--- config.mk ---
export PLATFORM = sky130hd
export DESIGN_NAME = multicycle_control
export DESIGN_NICKNAME = d
export VERILOG_FILES = /design/src/rtl/multicycle_control_pkg.sv /design/src/rtl/multicycle_control_opcode_classifier.sv /design/src/rtl/multicycle_control.sv
export SDC_FILE = /design/constraint.sdc
export NUM_CORES = 1
export LEC_CHECK = 0
export CAP_MARGIN = 10
export CORE_MARGIN = 2
export CORE_UTILIZATION = 40
export DETAILED_ROUTE_END_ITERATION = 8
export PLACE_DENSITY = 0.71
export SYNTH_ARGS = -nofsm -noshare
export SYNTH_HDL_FRONTEND = slang
export SYNTH_SLANG_ARGS = --single-unit
--- constraint.sdc ---
create_clock -name clk -period 2 [get_ports clk]
set_input_delay 0.2 -clock clk [delete_from_list [all_inputs] [get_ports clk]]
set_output_delay 0.2 -clock clk [all_outputs]
set_load 0.01 [all_outputs]
--- src/rtl/multicycle_control_pkg.sv ---
// multicycle_control_pkg
//   Shared definitions for the LEGv8 multi-cycle controller: FSM state
//   encoding, instruction classes, immediate-format and ALU operation
//   codes, and the opcode patterns used by the controller and the sign
//   extender's format selection.
package multicycle_control_pkg;

    typedef enum logic [2:0] {
        ST_FETCH  = 3'd0,
        ST_DECODE = 3'd1,
        ST_EXEC   = 3'd2,
        ST_MEM    = 3'd3,
        ST_WB     = 3'd4,
        ST_HALT   = 3'd5
    } mc_state_e;

    typedef enum logic [2:0] {
        CLS_ILLEGAL = 3'd0,
        CLS_LDUR    = 3'd1,
        CLS_STUR    = 3'd2,
        CLS_CBZ     = 3'd3,
        CLS_B       = 3'd4,
        CLS_RTYPE   = 3'd5
    } instr_class_e;

    localparam logic [1:0] IMM_D    = 2'b00;
    localparam logic [1:0] IMM_CB   = 2'b01;
    localparam logic [1:0] IMM_B    = 2'b10;
    localparam logic [1:0] IMM_NONE = 2'b11;

    localparam logic [1:0] ALU_ADD   = 2'b00;
    localparam logic [1:0] ALU_PASSB = 2'b01;
    localparam logic [1:0] ALU_RTYPE = 2'b10;

    localparam logic [10:0] OP_LDUR = 11'b11111000010;
    localparam logic [10:0] OP_STUR = 11'b11111000000;
    localparam logic [10:0] OP_ADD  = 11'b10001011000;
    localparam logic [10:0] OP_SUB  = 11'b11001011000;
    localparam logic [10:0] OP_AND  = 11'b10001010000;
    localparam logic [10:0] OP_ORR  = 11'b10101010000;
    // CBZ is matched on opcode[10:3], B on opcode[10:5]
    localparam logic [7:0]  OP_CBZ_HI = 8'b10110100;
    localparam logic [5:0]  OP_B_HI   = 6'b000101;

    // Immediate format the sign extender applies for a given class
    function automatic logic [1:0] imm_format(input instr_class_e cls);
        logic [1:0] fmt;
        case (cls)
            CLS_LDUR, CLS_STUR: fmt = IMM_D;
            CLS_CBZ:            fmt = IMM_CB;
            CLS_B:              fmt = IMM_B;
            default:            fmt = IMM_NONE;
        endcase
        return fmt;
    endfunction

endpackage

--- src/rtl/multicycle_control_opcode_classifier.sv ---
// opcode_classifier
//   Combinational decode of IR[31:21] into an instruction class and the
//   matching immediate format. Also used by the sign extender.
//   Ports:
//     opcode  in   11  IR[31:21]
//     cls     out  3   instruction class (CLS_ILLEGAL when unrecognised)
//     imm_sel out  2   immediate format for that class
module opcode_classifier
    import multicycle_control_pkg::*;
(
    input  logic [10:0]  opcode,
    output instr_class_e cls,
    output logic [1:0]   imm_sel
);

    // Priority match of the opcode patterns; patterns do not overlap
    always_comb begin
        cls = CLS_ILLEGAL;
        if (opcode == OP_LDUR) begin
            cls = CLS_LDUR;
        end else if (opcode == OP_STUR) begin
            cls = CLS_STUR;
        end else if (opcode[10:3] == OP_CBZ_HI) begin
            cls = CLS_CBZ;
        end else if (opcode[10:5] == OP_B_HI) begin
            cls = CLS_B;
        end else if ((opcode == OP_ADD) || (opcode == OP_SUB) ||
                     (opcode == OP_AND) || (opcode == OP_ORR)) begin
            cls = CLS_RTYPE;
        end else begin
            cls = CLS_ILLEGAL;
        end
        imm_sel = imm_format(cls);
    end

endmodule

--- src/rtl/multicycle_control.sv ---
// multicycle_control
//   Multi-cycle sequencing controller for the LEGv8 core. Steps each
//   instruction through FETCH/DECODE/EXEC/MEM/WB, drives datapath enables,
//   runs the req/ready memory handshake and supervises it with a timeout
//   that parks the FSM in HALT with a sticky bus_err.
//   Optional feature macro: MC_PERF_CNT_EN adds cycle_cnt/retire_cnt.
//   Ports:
//     clk, reset (async, active high)
//     opcode [10:0] (IR[31:21]), zero (ALU flag), mem_ready
//     mem_req, mem_we, ir_write, pc_write, pc_src, reg_write, mem_to_reg,
//     alu_src, alu_op[1:0], imm_sel[1:0], retire, illegal, bus_err
//     cycle_cnt, retire_cnt [CNT_W-1:0] (MC_PERF_CNT_EN only)
module multicycle_control
    import multicycle_control_pkg::*;
#(
    parameter int MEM_TIMEOUT = 15
`ifdef MC_PERF_CNT_EN
    ,
    parameter int CNT_W = 32
`endif
) (
    input  logic        clk,
    input  logic        reset,
    input  logic [10:0] opcode,
    input  logic        zero,
    input  logic        mem_ready,
    output logic        mem_req,
    output logic        mem_we,
    output logic        ir_write,
    output logic        pc_write,
    output logic        pc_src,
    output logic        reg_write,
    output logic        mem_to_reg,
    output logic        alu_src,
    output logic [1:0]  alu_op,
    output logic [1:0]  imm_sel,
    output logic        retire,
    output logic        illegal,
    output logic        bus_err
`ifdef MC_PERF_CNT_EN
    ,
    output logic [CNT_W-1:0] cycle_cnt,
    output logic [CNT_W-1:0] retire_cnt
`endif
);

    localparam int TO_W = $clog2(MEM_TIMEOUT + 32'sd1);

    mc_state_e    state_r;
    instr_class_e class_r;
    logic [1:0]   imm_sel_r;
    logic         bus_err_r;
    logic [TO_W-1:0] wait_cnt_r;

    instr_class_e dec_class_s;
    logic [1:0]   dec_imm_s;
    logic         req_pending_s;
    logic         wait_expired_s;

    opcode_classifier u_classifier (
        .opcode  (opcode),
        .cls     (dec_class_s),
        .imm_sel (dec_imm_s)
    );

    // A request is pending when the state requests and memory has not answered
    always_comb begin
        req_pending_s  = ((state_r == ST_FETCH) || (state_r == ST_MEM)) && !mem_ready;
        wait_expired_s = req_pending_s && (wait_cnt_r == TO_W'(MEM_TIMEOUT - 32'sd1));
    end

    // Wait counter: counts unanswered request cycles, zero otherwise
    always_ff @(posedge clk or posedge reset) begin
        if (reset) begin
            wait_cnt_r <= {TO_W{1'b0}};
        end else if (req_pending_s) begin
            wait_cnt_r <= wait_cnt_r + {{(TO_W-1){1'b0}}, 1'b1};
        end else begin
            wait_cnt_r <= {TO_W{1'b0}};
        end
    end

    // Main sequencer: state, latched class/immediate format and sticky bus error
    always_ff @(posedge clk or posedge reset) begin
        if (reset) begin
            state_r   <= ST_FETCH;
            class_r   <= CLS_ILLEGAL;
            imm_sel_r <= IMM_NONE;
            bus_err_r <= 1'b0;
        end else begin
            case (state_r)
                ST_FETCH: begin
                    if (mem_ready) begin
                        state_r <= ST_DECODE;
                    end else if (wait_expired_s) begin
                        state_r   <= ST_HALT;
                        bus_err_r <= 1'b1;
                    end else begin
                        state_r <= ST_FETCH;
                    end
                end
                ST_DECODE: begin
                    class_r   <= dec_class_s;
                    imm_sel_r <= dec_imm_s;
                    state_r   <= (dec_class_s == CLS_ILLEGAL) ? ST_FETCH : ST_EXEC;
                end
                ST_EXEC: begin
                    case (class_r)
                        CLS_LDUR, CLS_STUR: state_r <= ST_MEM;
                        CLS_RTYPE:          state_r <= ST_WB;
                        default:            state_r <= ST_FETCH;
                    endcase
                end
                ST_MEM: begin
                    if (mem_ready) begin
                        state_r <= (class_r == CLS_STUR) ? ST_FETCH : ST_WB;
                    end else if (wait_expired_s) begin
                        state_r   <= ST_HALT;
                        bus_err_r <= 1'b1;
                    end else begin
                        state_r <= ST_MEM;
                    end
                end
                ST_WB:   state_r <= ST_FETCH;
                ST_HALT: state_r <= ST_HALT;
                default: state_r <= ST_HALT;
            endcase
        end
    end

    // Output decode from state and latched class; handshake-completion
    // strobes follow mem_ready in the same cycle. Reset forces everything
    // low because the held state already reads FETCH.
    always_comb begin
        mem_req    = 1'b0;
        mem_we     = 1'b0;
        ir_write   = 1'b0;
        pc_write   = 1'b0;
        pc_src     = 1'b0;
        reg_write  = 1'b0;
        mem_to_reg = 1'b0;
        alu_src    = 1'b0;
        alu_op     = ALU_ADD;
        retire     = 1'b0;
        illegal    = 1'b0;
        if (reset) begin
            mem_req = 1'b0;
        end else begin
            case (state_r)
                ST_FETCH: begin
                    mem_req  = 1'b1;
                    ir_write = mem_ready;
                end
                ST_DECODE: begin
                    illegal  = (dec_class_s == CLS_ILLEGAL);
                    pc_write = (dec_class_s == CLS_ILLEGAL);
                end
                ST_EXEC: begin
                    case (class_r)
                        CLS_LDUR, CLS_STUR: begin
                            alu_src = 1'b1;
                            alu_op  = ALU_ADD;
                        end
                        CLS_RTYPE: alu_op = ALU_RTYPE;
                        CLS_CBZ: begin
                            alu_op   = ALU_PASSB;
                            pc_write = 1'b1;
                            pc_src   = zero;
                            retire   = 1'b1;
                        end
                        CLS_B: begin
                            pc_write = 1'b1;
                            pc_src   = 1'b1;
                            retire   = 1'b1;
                        end
                        default: alu_op = ALU_ADD;
                    endcase
                end
                ST_MEM: begin
                    mem_req  = 1'b1;
                    mem_we   = (class_r == CLS_STUR);
                    pc_write = mem_ready && (class_r == CLS_STUR);
                    retire   = mem_ready && (class_r == CLS_STUR);
                end
                ST_WB: begin
                    reg_write  = 1'b1;
                    mem_to_reg = (class_r == CLS_LDUR);
                    pc_write   = 1'b1;
                    retire     = 1'b1;
                end
                default: mem_req = 1'b0;
            endcase
        end
    end

    assign imm_sel = imm_sel_r;
    assign bus_err = bus_err_r;

`ifdef MC_PERF_CNT_EN
    // Performance counters: active cycles outside HALT and retired instructions
    always_ff @(posedge clk or posedge reset) begin
        if (reset) begin
            cycle_cnt  <= {CNT_W{1'b0}};
            retire_cnt <= {CNT_W{1'b0}};
        end else begin
            if (state_r != ST_HALT) begin
                cycle_cnt <= cycle_cnt + {{(CNT_W-1){1'b0}}, 1'b1};
            end else begin
                cycle_cnt <= cycle_cnt;
            end
            if (retire) begin
                retire_cnt <= retire_cnt + {{(CNT_W-1){1'b0}}, 1'b1};
            end else begin
                retire_cnt <= retire_cnt;
            end
        end
    end
`endif

endmodule
* Word-level counts from Yosys, hierarchy flattened
Index checks and enable logic that the tools add are counted.
** Storage, ports and cells
- Output and inout port bits :: 15
- Flip-flop bits (word level) :: 13
- Logic and storage cells :: 85
** Cells by class
- Eq/ne operators :: 22
- $add $sub $neg :: 1
- Reductions and logical operators :: 15
- Muxes and demuxes :: 41
- Bitwise logic cells :: 1
** Operators by type and width (number)
- 11-bit equality test, second input constant :: 6
- 3-bit two-way mux :: 10
- 1-bit two-way mux :: 20
- 3-bit by 2-bit equality test with 1-bit output, second input constant :: 6
- 3-bit case mux with 5 select lines :: 1
- 3-bit equality test, second input constant :: 4
- 3-bit by 1-bit equality test with 1-bit output, second input constant :: 3
- 8-bit equality test, second input constant :: 1
- 2-bit OR reduction :: 4
- 6-bit by 3-bit equality test with 1-bit output, second input constant :: 1
- 3-bit zero test :: 2
- 2-bit two-way mux :: 3
- 2-bit case mux with 3 select lines :: 1
- 3-bit case mux with 2 select lines :: 1
- 4-bit by 1-bit adder with 4-bit output, second input constant :: 1
- 4-bit equality test, second input constant :: 1
- 1-bit logical OR :: 4
- 4-bit two-way mux :: 1
- 1-bit case mux with 4 select lines :: 1
- 2-bit case mux with 2 select lines :: 1
- 1-bit logical AND :: 3
- 1-bit case mux with 3 select lines :: 1
- 3-bit AND reduction :: 1
- 1-bit case mux with 2 select lines :: 1
- other kinds (2) :: 2

* Logic depth before layout (Yosys ltp)
Gate-level depths: netlist of the first run.
- Depth in word-level cells :: 12
- Depth in mapped cells :: 6

* Cells and area by module
From an unflattened synthesis of the first run, not the netlist that was laid out.
** Second synthesis, totals
- Cells, all modules :: 100
- Area total of the unflattened synthesis :: 975.9 um2
** By module, submodules not included
- multicycle_control :: cells each 85, times used 1, area each 848.3 um2
- opcode_classifier :: cells each 15, times used 1, area each 127.6 um2

* Worst setup path before layout of the first run
Ideal clock, no wire load.
- Kind :: reg2out
- Start point :: register class_r[0]
- End point :: output port pc_write
- Path buffers :: 1
- Setup slack :: 345 ps
- Arrival :: 1455 ps
- Stages on the path, launching flop included :: 6
- Cell sequence :: dfrtp_1 > buf_6 > or3b_4 > a211o_1 > a31o_1 > o41ai_1
** On the way
- Longest elaborated chain between the ends :: 5
- Elaborated cells on any way between the ends :: 8
- Classes of those cells :: eq/ne: 3; mux: 3; reduce/logical: 2
** Ends and longest elaborated chain
- from (decl) :: RTL line multicycle_control.sv:50 : instr_class_e class_r;
- from (signal assigned) :: RTL line multicycle_control.sv:103 : class_r <= dec_class_s;
- 3-bit equality test / 3-bit by 2-bit equality test with 1-bit output (equally long branches) :: RTL line multicycle_control.sv:159 : case (class_r)
- 2-bit OR reduction (no source line)
- 1-bit two-way mux :: RTL line multicycle_control.sv:159
- 1-bit case mux with 4 select lines (*) :: RTL line multicycle_control.sv:149 : case (state_r)
- 1-bit two-way mux (*) :: RTL line multicycle_control.sv:146 : if (reset) begin
- to (decl) :: RTL line multicycle_control.sv:30 : output logic pc_write,
Mark *: on every way between the ends. The rest lies on a longest branch, timed or not.

* Worst setup path in the final report of the first run
Ends and elaborated chain as after synthesis.

==> metrics.md, run 1 <==
| Metric | Value |
|---|---|
| Post-synthesis instance area | `930 um2` |
| Vias per cell | `5.35` |
| Setup CP Type | `reg -> out` |
| Final Hold Fails | `0` |
| DR DRC count | `0` |
| Achievable frequency | `0.504 GHz` |
| Syn Nets | `129` |
| Non-filler cells, final | `187` |
| Chip width | `52.2 um` |
| R2r setup slk | `440 ps` |
| Top FF cell, synth | `dfrtp_1` |
| Worst-skew pair later-pin latency | `270 ps` |
| Worst r2r path cells | `5` |
| Sequential area share after synthesis | `0.353` |
| Post-DRT Antenna Nets | `0` |
| Sink Count | `13` |
| Inserted Clock Buffers | `3` |
| Internal | `818 uW` |
| XOR/XNOR Fraction of Synth Area | `0.0377` |
| Core Rows | `17` |
| Largest net degree at the start of global routing | `14` |
| Initial Util | `0.420` |
| Post-synth ARST share | `1.00` |
| Final WL | `2400 um` |
| Crit path cell chain | `or3b_4 -> a211o_1 -> a31o_1 -> o41ai_2 -> buf_2` |
| Worst R2R Start | `state_r[1]` |
| Clk root buf | `clkbuf_4` |
| Yosys Warn Count | `0` |
| Core area | `2210 um2` |
| Global-route wire length before repair | `4020 um` |
| PortBufs | `29` |
| Max-slew violations | `0` |
| First DRT Iteration DRCs | `24` |
| Max VDD drop | `0.000758 V` |
| Total gr overflow | `0` |
| Cells after Synth | `112` |
| Sw frac | `0.379` |
| Cells after DPL | `180` |
| Worst-path clk slew | `80 ps` |
| Simple-gate share of the synthesized area | `0.374` |
| Final min period | `1980 ps` |
| Yosys top cell area share | `0.296` |
| GPL Wtd Cong | `0.769` |
| Number of global-route vias before repair | `967` |
| Critical path data required time | `1800 ps` |
| Die area | `2730 um2` |
| Nets | `177` |
| Via count | `1,000` |
| Top Ports | `30` |
| Maximum clock path buffer count | `2` |
| Initial antenna violation count | `0` |
| Max-cap violations | `0` |
| Flop pwr share | `0.310` |
| Flops & latches, synth | `13` |
| RSZ-0062 raised after global routing | `yes` |
| NetSw | `499 uW` |
| Period utilisation layout | `0.991` |
| CP peak stage delay | `400 ps` |
| Largest area contributor in the netlist | `dfrtp_1` |
| Worst path slowest cell | `or3b_4` |
| Adder-Cell Fraction of Synth Area | `0.0269` |
| Worst path arrival time | `1780 ps` |
| Clock skew | `1.75 ps` |
| Final core occ | `0.639` |
| TritonRoute pass-1 iters | `7` |
| Layout cells sized above 1 | `0.245` |
| Compound-cell area share of the yosys netlist | `0.144` |
| Power density over the cells | `931 nW/um2` |
| Worst Hold Class | `in -> async` |
| Reg-to-Reg End | `state_r[2]` |
| Largest family of logic cells by synthesized area | `simple AND/OR/NAND/NOR gates` |
| Ant. Diodes | `0` |
| Post-synthesis mux area share | `0.0108` |
| Worst slew pin tran | `490 ps` |
| Die Ht | `52.2 um` |
| Synthesis-to-layout area growth | `52.1%` |
| H-tree levels | `1` |
| WP buf/inv | `1` |
| Most frequent cells in the layout | `buf_4 (20), nor2_1 (19), clkdlybuf4s50_1 (19)` |
| Post-DR wirelength/cell | `12.8 um` |
| Comb power frac | `0.568` |
| Crit start category | `flop` |
| Netlist cell types | `41` |
| CP Capture Type | `output pin` |
| Crit path max fanout | `2` |
| Synthesized area per cell | `8.30 um2` |
| P_leak | `0.000658 uW` |
| Relative slew slack | `0.673` |
| HPWL Detailed | `1880 um` |
| Clock group share of total power | `0.122` |
| Final setup vio count | `0` |
| Commonest non-fill, non-tap cell in the layout | `buf_4` |
| Number of synthesized flops with an enable pin | `0` |
| Crit-path leading delay family | `compound AO/OA/AOI/OAI gates` |
| Top cells by area, synth | `dfrtp_1 (30%), nor2_1 (8.1%), dfstp_2 (5.7%), nand2_1 (3.6%), nand3_1 (3.2%)` |
| TritonCTS clock tree | `done` |
| Status | `complete, no violations` |
| Gr usage total | `0.195` |
| Total power | `1320 uW` |
per-layer routing:
metal,share of wire,vias up,global-route usage
li1,-,495,-
met1,0.41,446,0.228
met2,0.50,51,0.369
met3,0.074,8,0.0200
met4,0.013,0,0.0641
met5,0,-,0
area by class of cell:
class	instances	area, um2
sequential	13	329
timing repair buffer	49	420
clock buffer	3	22.5
clock inverter	1	5.00
inverter	4	15.0
fill	209	798
multi-input combinational	89	587
tap	28	35.0
sequential cells by signal, summed over array words and instances (netlist names):
name	cells
state_r	3
wait_cnt_r	4
class_r	3
imm_sel	2
bus_err	1
worst max path at each step:
| stage | cells after the start | from | to | slack, ps |
|---|---|---|---|---|
| floorplan | 5 | class_r[0] | pc_write | 350 |
| global placement | 6 | opcode[5] | pc_write | -150 |
| detailed placement | 6 | opcode[9] | pc_write | -220 |
| CTS | 5 | class_r[0] | pc_write | 20 |
| global route | 7 | class_r[0] | pc_write | -50 |
| finish | 5 | class_r[0] | pc_write | 20 |
through the flow:
step	cell area [um2]	setup slack (ps)	hold WS (ps)	TNS, ps
2_1_floorplan	930	345	235	0
3_3_place_gp	1350	-149	447	-260
3_5_place_dp	1350	-219	450	-410
4_1_cts	1410	23.1	464	0
5_1_grt	1410	-50.6	501	-50.6
6_report	1410	17.6	443	0
cell usage after synthesis, types with 2 or more instances:
| cell type | n |
|---|---|
| a31oi_1 | 3 |
| xor2_1 | 3 |
| and2_1 | 2 |
| dfrtp_1 | 11 |
| o21ai_0 | 4 |
| nor3_1 | 2 |
| buf_2 | 3 |
| nor2_1 | 20 |
| nand3b_1 | 2 |
| a21oi_1 | 4 |
| ha_1 | 2 |
| nor3b_1 | 3 |
| and4bb_2 | 2 |
| nand3_1 | 6 |
| nand4_1 | 4 |
| dfstp_2 | 2 |
| inv_1 | 4 |
| nand2_1 | 9 |
| a22o_1 | 2 |
| nand2b_1 | 2 |
| or3_1 | 2 |
logic make-up (layout without fill, tap and decap cells):
logic type / Yosys count / after routing
mux: 1 / 1
xor+xnor: 4 / 4
fa+ha+maj: 2 / 2
compound gates: 20 / 20
simple gates: 62 / 62
flops: 13 / 13
buf+inv: 10 / 57
what timing repair did:
item                                    4_1_cts  5_1_grt
setup buffers                                 3        0
hold buffers                                  0        0
pin swaps                                     2        1
endpoints found under the setup margin        9        4
resized for setup                            22        4
power groups by stage:
stage               Combinational [uW]  Clock [uW]  Sequential, uW
global placement                   642           0             420
global route                       809         180             420
floorplan                          362           0             429
CTS                                725         164             410
detailed placement                 654           0             425
finish                             747         161             408
worst register-to-register path: cells and delay by family, from the launching register on:
family                    cells  cell delay, ps
buffers and inverters         1             180
xor gates and xnor gates      1             150
DFF                           1             450
and+or+nand+nor               3             720
No activity file was read; power rests on OpenSTA's default activity.
==> inputs of run 2 (changes only) <==
--- a/config.mk
+++ b/config.mk
@@ -10,6 +10,7 @@
 export CORE_UTILIZATION = 40
 export DETAILED_ROUTE_END_ITERATION = 8
 export PLACE_DENSITY = 0.71
+export SETUP_SLACK_MARGIN = 0.1
 export SYNTH_ARGS = -nofsm -noshare
 export SYNTH_HDL_FRONTEND = slang
 export SYNTH_SLANG_ARGS = --single-unit
==> metrics.md, run 2 (synthesis gave the netlist of run 1 again) <==
| Metric | Value |
|---|---|
| Post-DR wirelength/cell | `13.2 um (+2.8%)` |
| Initial antenna violation count | `0 (unchanged)` |
| Synthesis-to-layout area growth | `51.7%` |
| Max VDD drop | `0.000755 V (-0.31%)` |
| Crit path max fanout | `2 (unchanged)` |
| Power density over the cells | `925 nW/um2 (-0.70%)` |
| Via count | `1,018 (+1.8%)` |
| Hold_ws | `445 ps (+1.43 ps)` |
| Final min period | `1960 ps (-20.6 ps)` |
| RSZ-0062 raised after global routing | `yes` |
| Worst-path clk slew | `80 ps (about the same)` |
| P_leak | `0.000672 uW (+2.2%)` |
| Maximum clock path buffer count | `2 (unchanged)` |
| Max reg flops | `4 (unchanged)` |
| TritonCTS clock tree | `done` |
| Critical path data required time | `1800 ps (about the same)` |
| Setup CP Type | `reg -> out` |
| Core Rows | `17 (unchanged)` |
| Commonest non-fill, non-tap cell in the layout | `buf_4` |
| First DRT Iteration DRCs | `16 (-33%)` |
| Final WL | `2460 um (+2.8%)` |
| Inserted Clock Buffers | `3 (unchanged)` |
| Largest regs | `wait_cnt_r: 4 flops, class_r: 3 flops, state_r: 3 flops` |
| PortBufs | `29 (unchanged)` |
| Post-DRT Antenna Nets | `0 (unchanged)` |
| Die area | `2730 um2 (unchanged)` |
| GPL Wtd Cong | `0.769 (unchanged)` |
| Worst slew pin tran | `491 ps (+1.05 ps)` |
| Initial Util | `0.420 (unchanged)` |
| Nets | `177 (unchanged)` |
| Worst-skew pair later-pin latency | `270 ps (about the same)` |
| Worst path arrival time | `1760 ps (-20 ps)` |
| Max-cap violations | `0 (unchanged)` |
| Sink Count | `13 (unchanged)` |
| Total gr overflow | `0 (unchanged)` |
| H-tree levels | `1 (unchanged)` |
| Vias per cell | `5.44 (+1.8%)` |
| Post-CTS Hold Buffers | `0 (unchanged)` |
| Largest net degree at the start of global routing | `14 (unchanged)` |
| Die Ht | `52.2 um (unchanged)` |
| DR DRC count | `0 (unchanged)` |
| HPWL Detailed | `1880 um (unchanged)` |
| TritonRoute pass-1 iters | `6 (-1)` |
| Chip width | `52.2 um (unchanged)` |
| Status | `complete, no violations` |
| Layout cells sized above 1 | `0.264 (+0.0189)` |
| Max-slew violations | `0 (unchanged)` |
| Period utilisation layout | `0.981 (-0.0103)` |
| Clk root buf | `clkbuf_4` |
| Top Ports | `30 (unchanged)` |
| Crit start category | `flop` |
| Gr usage total | `0.195 (unchanged)` |
| Number of global-route vias before repair | `967 (unchanged)` |
| Clock skew | `1.85 ps (+0.0996 ps)` |
| Final setup vio count | `0 (unchanged)` |
| Achievable frequency | `0.510 GHz (+1.0%)` |
| Worst r2r path cells | `5 (unchanged)` |
| Global-route wire length before repair | `4020 um (unchanged)` |
| CP Capture Type | `output pin` |
| Worst Hold Class | `in -> async` |
| Core area | `2210 um2 (unchanged)` |
| Ant. Diodes | `0 (unchanged)` |
| Final core occ | `0.637 (-0.00170)` |
| Relative slew slack | `0.673 (-0.000703)` |
| Most frequent cells in the layout | `buf_4 (20), nor2_1 (19), clkdlybuf4s50_1 (17)` |
| Most flop-heavy register | `wait_cnt_r` |
| Final Hold Fails | `0 (unchanged)` |
## run 2: changes by cell type in the layout (fill, tap and decap cells not counted)
cell	change
clkdlybuf4s15_1	+1
clkbuf_2	+1
dfrtp_2	+1
dlygate4sd2_1	-2
buf_2	+1
dfrtp_1	-1
dlymetal6s2s_1	+1
clkdlybuf4s50_1	-2
## run 2: routing by layer
layer,GRT usage,share of wire,wire (um)
met1,0.228,0.41,1020
met2,0.369,0.51,1240
met3,0.0200,0.071,176
met4,0.0641,0.0077,19
met5,0,0,0
## run 2: final timing paths
check                      startpoint    endpoint  slack [ps]
max                        class_r[0]    pc_write          40
min                             reset  state_r[2]         440
max reg2reg                state_r[0]  state_r[2]         440
min reg2reg                imm_sel[0]  imm_sel[0]         470
max in group asynchronous       reset  state_r[1]        1200
min in group clk           imm_sel[0]  imm_sel[0]         470
## run 2: metrics by stage
| stage | setup TNS (ps) | area, um2 | power [uW] | std cells | setup slack, ps |
|---|---|---|---|---|---|
| floorplan | 0 | 930 | 791 | 112 | 345 |
| global placement | -260 | 1350 | 1060 | 180 | -149 |
| detailed placement | -410 | 1350 | 1080 | 180 | -219 |
| CTS | 0 | 1400 | 1290 | 187 | 23.1 |
| global route | -36.9 | 1410 | 1390 | 187 | -36.9 |
| finish | 0 | 1410 | 1300 | 187 | 38.2 |
## run 2: power by group
group	total [uW]	internal [uW]	leakage [uW]	switching, uW
clock network	161	74.0	0.0000177	86.8
registers	410	355	0.000161	54.6
logic	733	373	0.000493	360
## run 2: area by class of cell
| type | instances | area (um2) |
|---|---|---|
| Clock inverter | 1 | 5.00 |
| Inverter | 4 | 15.0 |
| Fill cell | 209 | 802 |
| Tap cell | 28 | 35.0 |
| Multi-Input combinational cell | 89 | 587 |
| Sequential cell | 13 | 330 |
| Timing Repair Buffer | 49 | 415 |
| Clock buffer | 3 | 22.5 |
## run 2: what timing repair did
| item | in CTS | in global routing |
|---|---|---|
| hold endpoints to repair | 0 | 0 |
| pin swaps | 2 | 3 |
| buffers inserted | 3 | 1 |
| gates resized for setup | 26 | 10 |
| endpoints found under the setup margin | 11 | 7 |
## run 2: critical path: stages, from the launching register on
cell and delay [ps]:
dfrtp_1 380, or3b_4 400, a211o_1 260, a31o_1 210, o41ai_2 60, buf_2 180
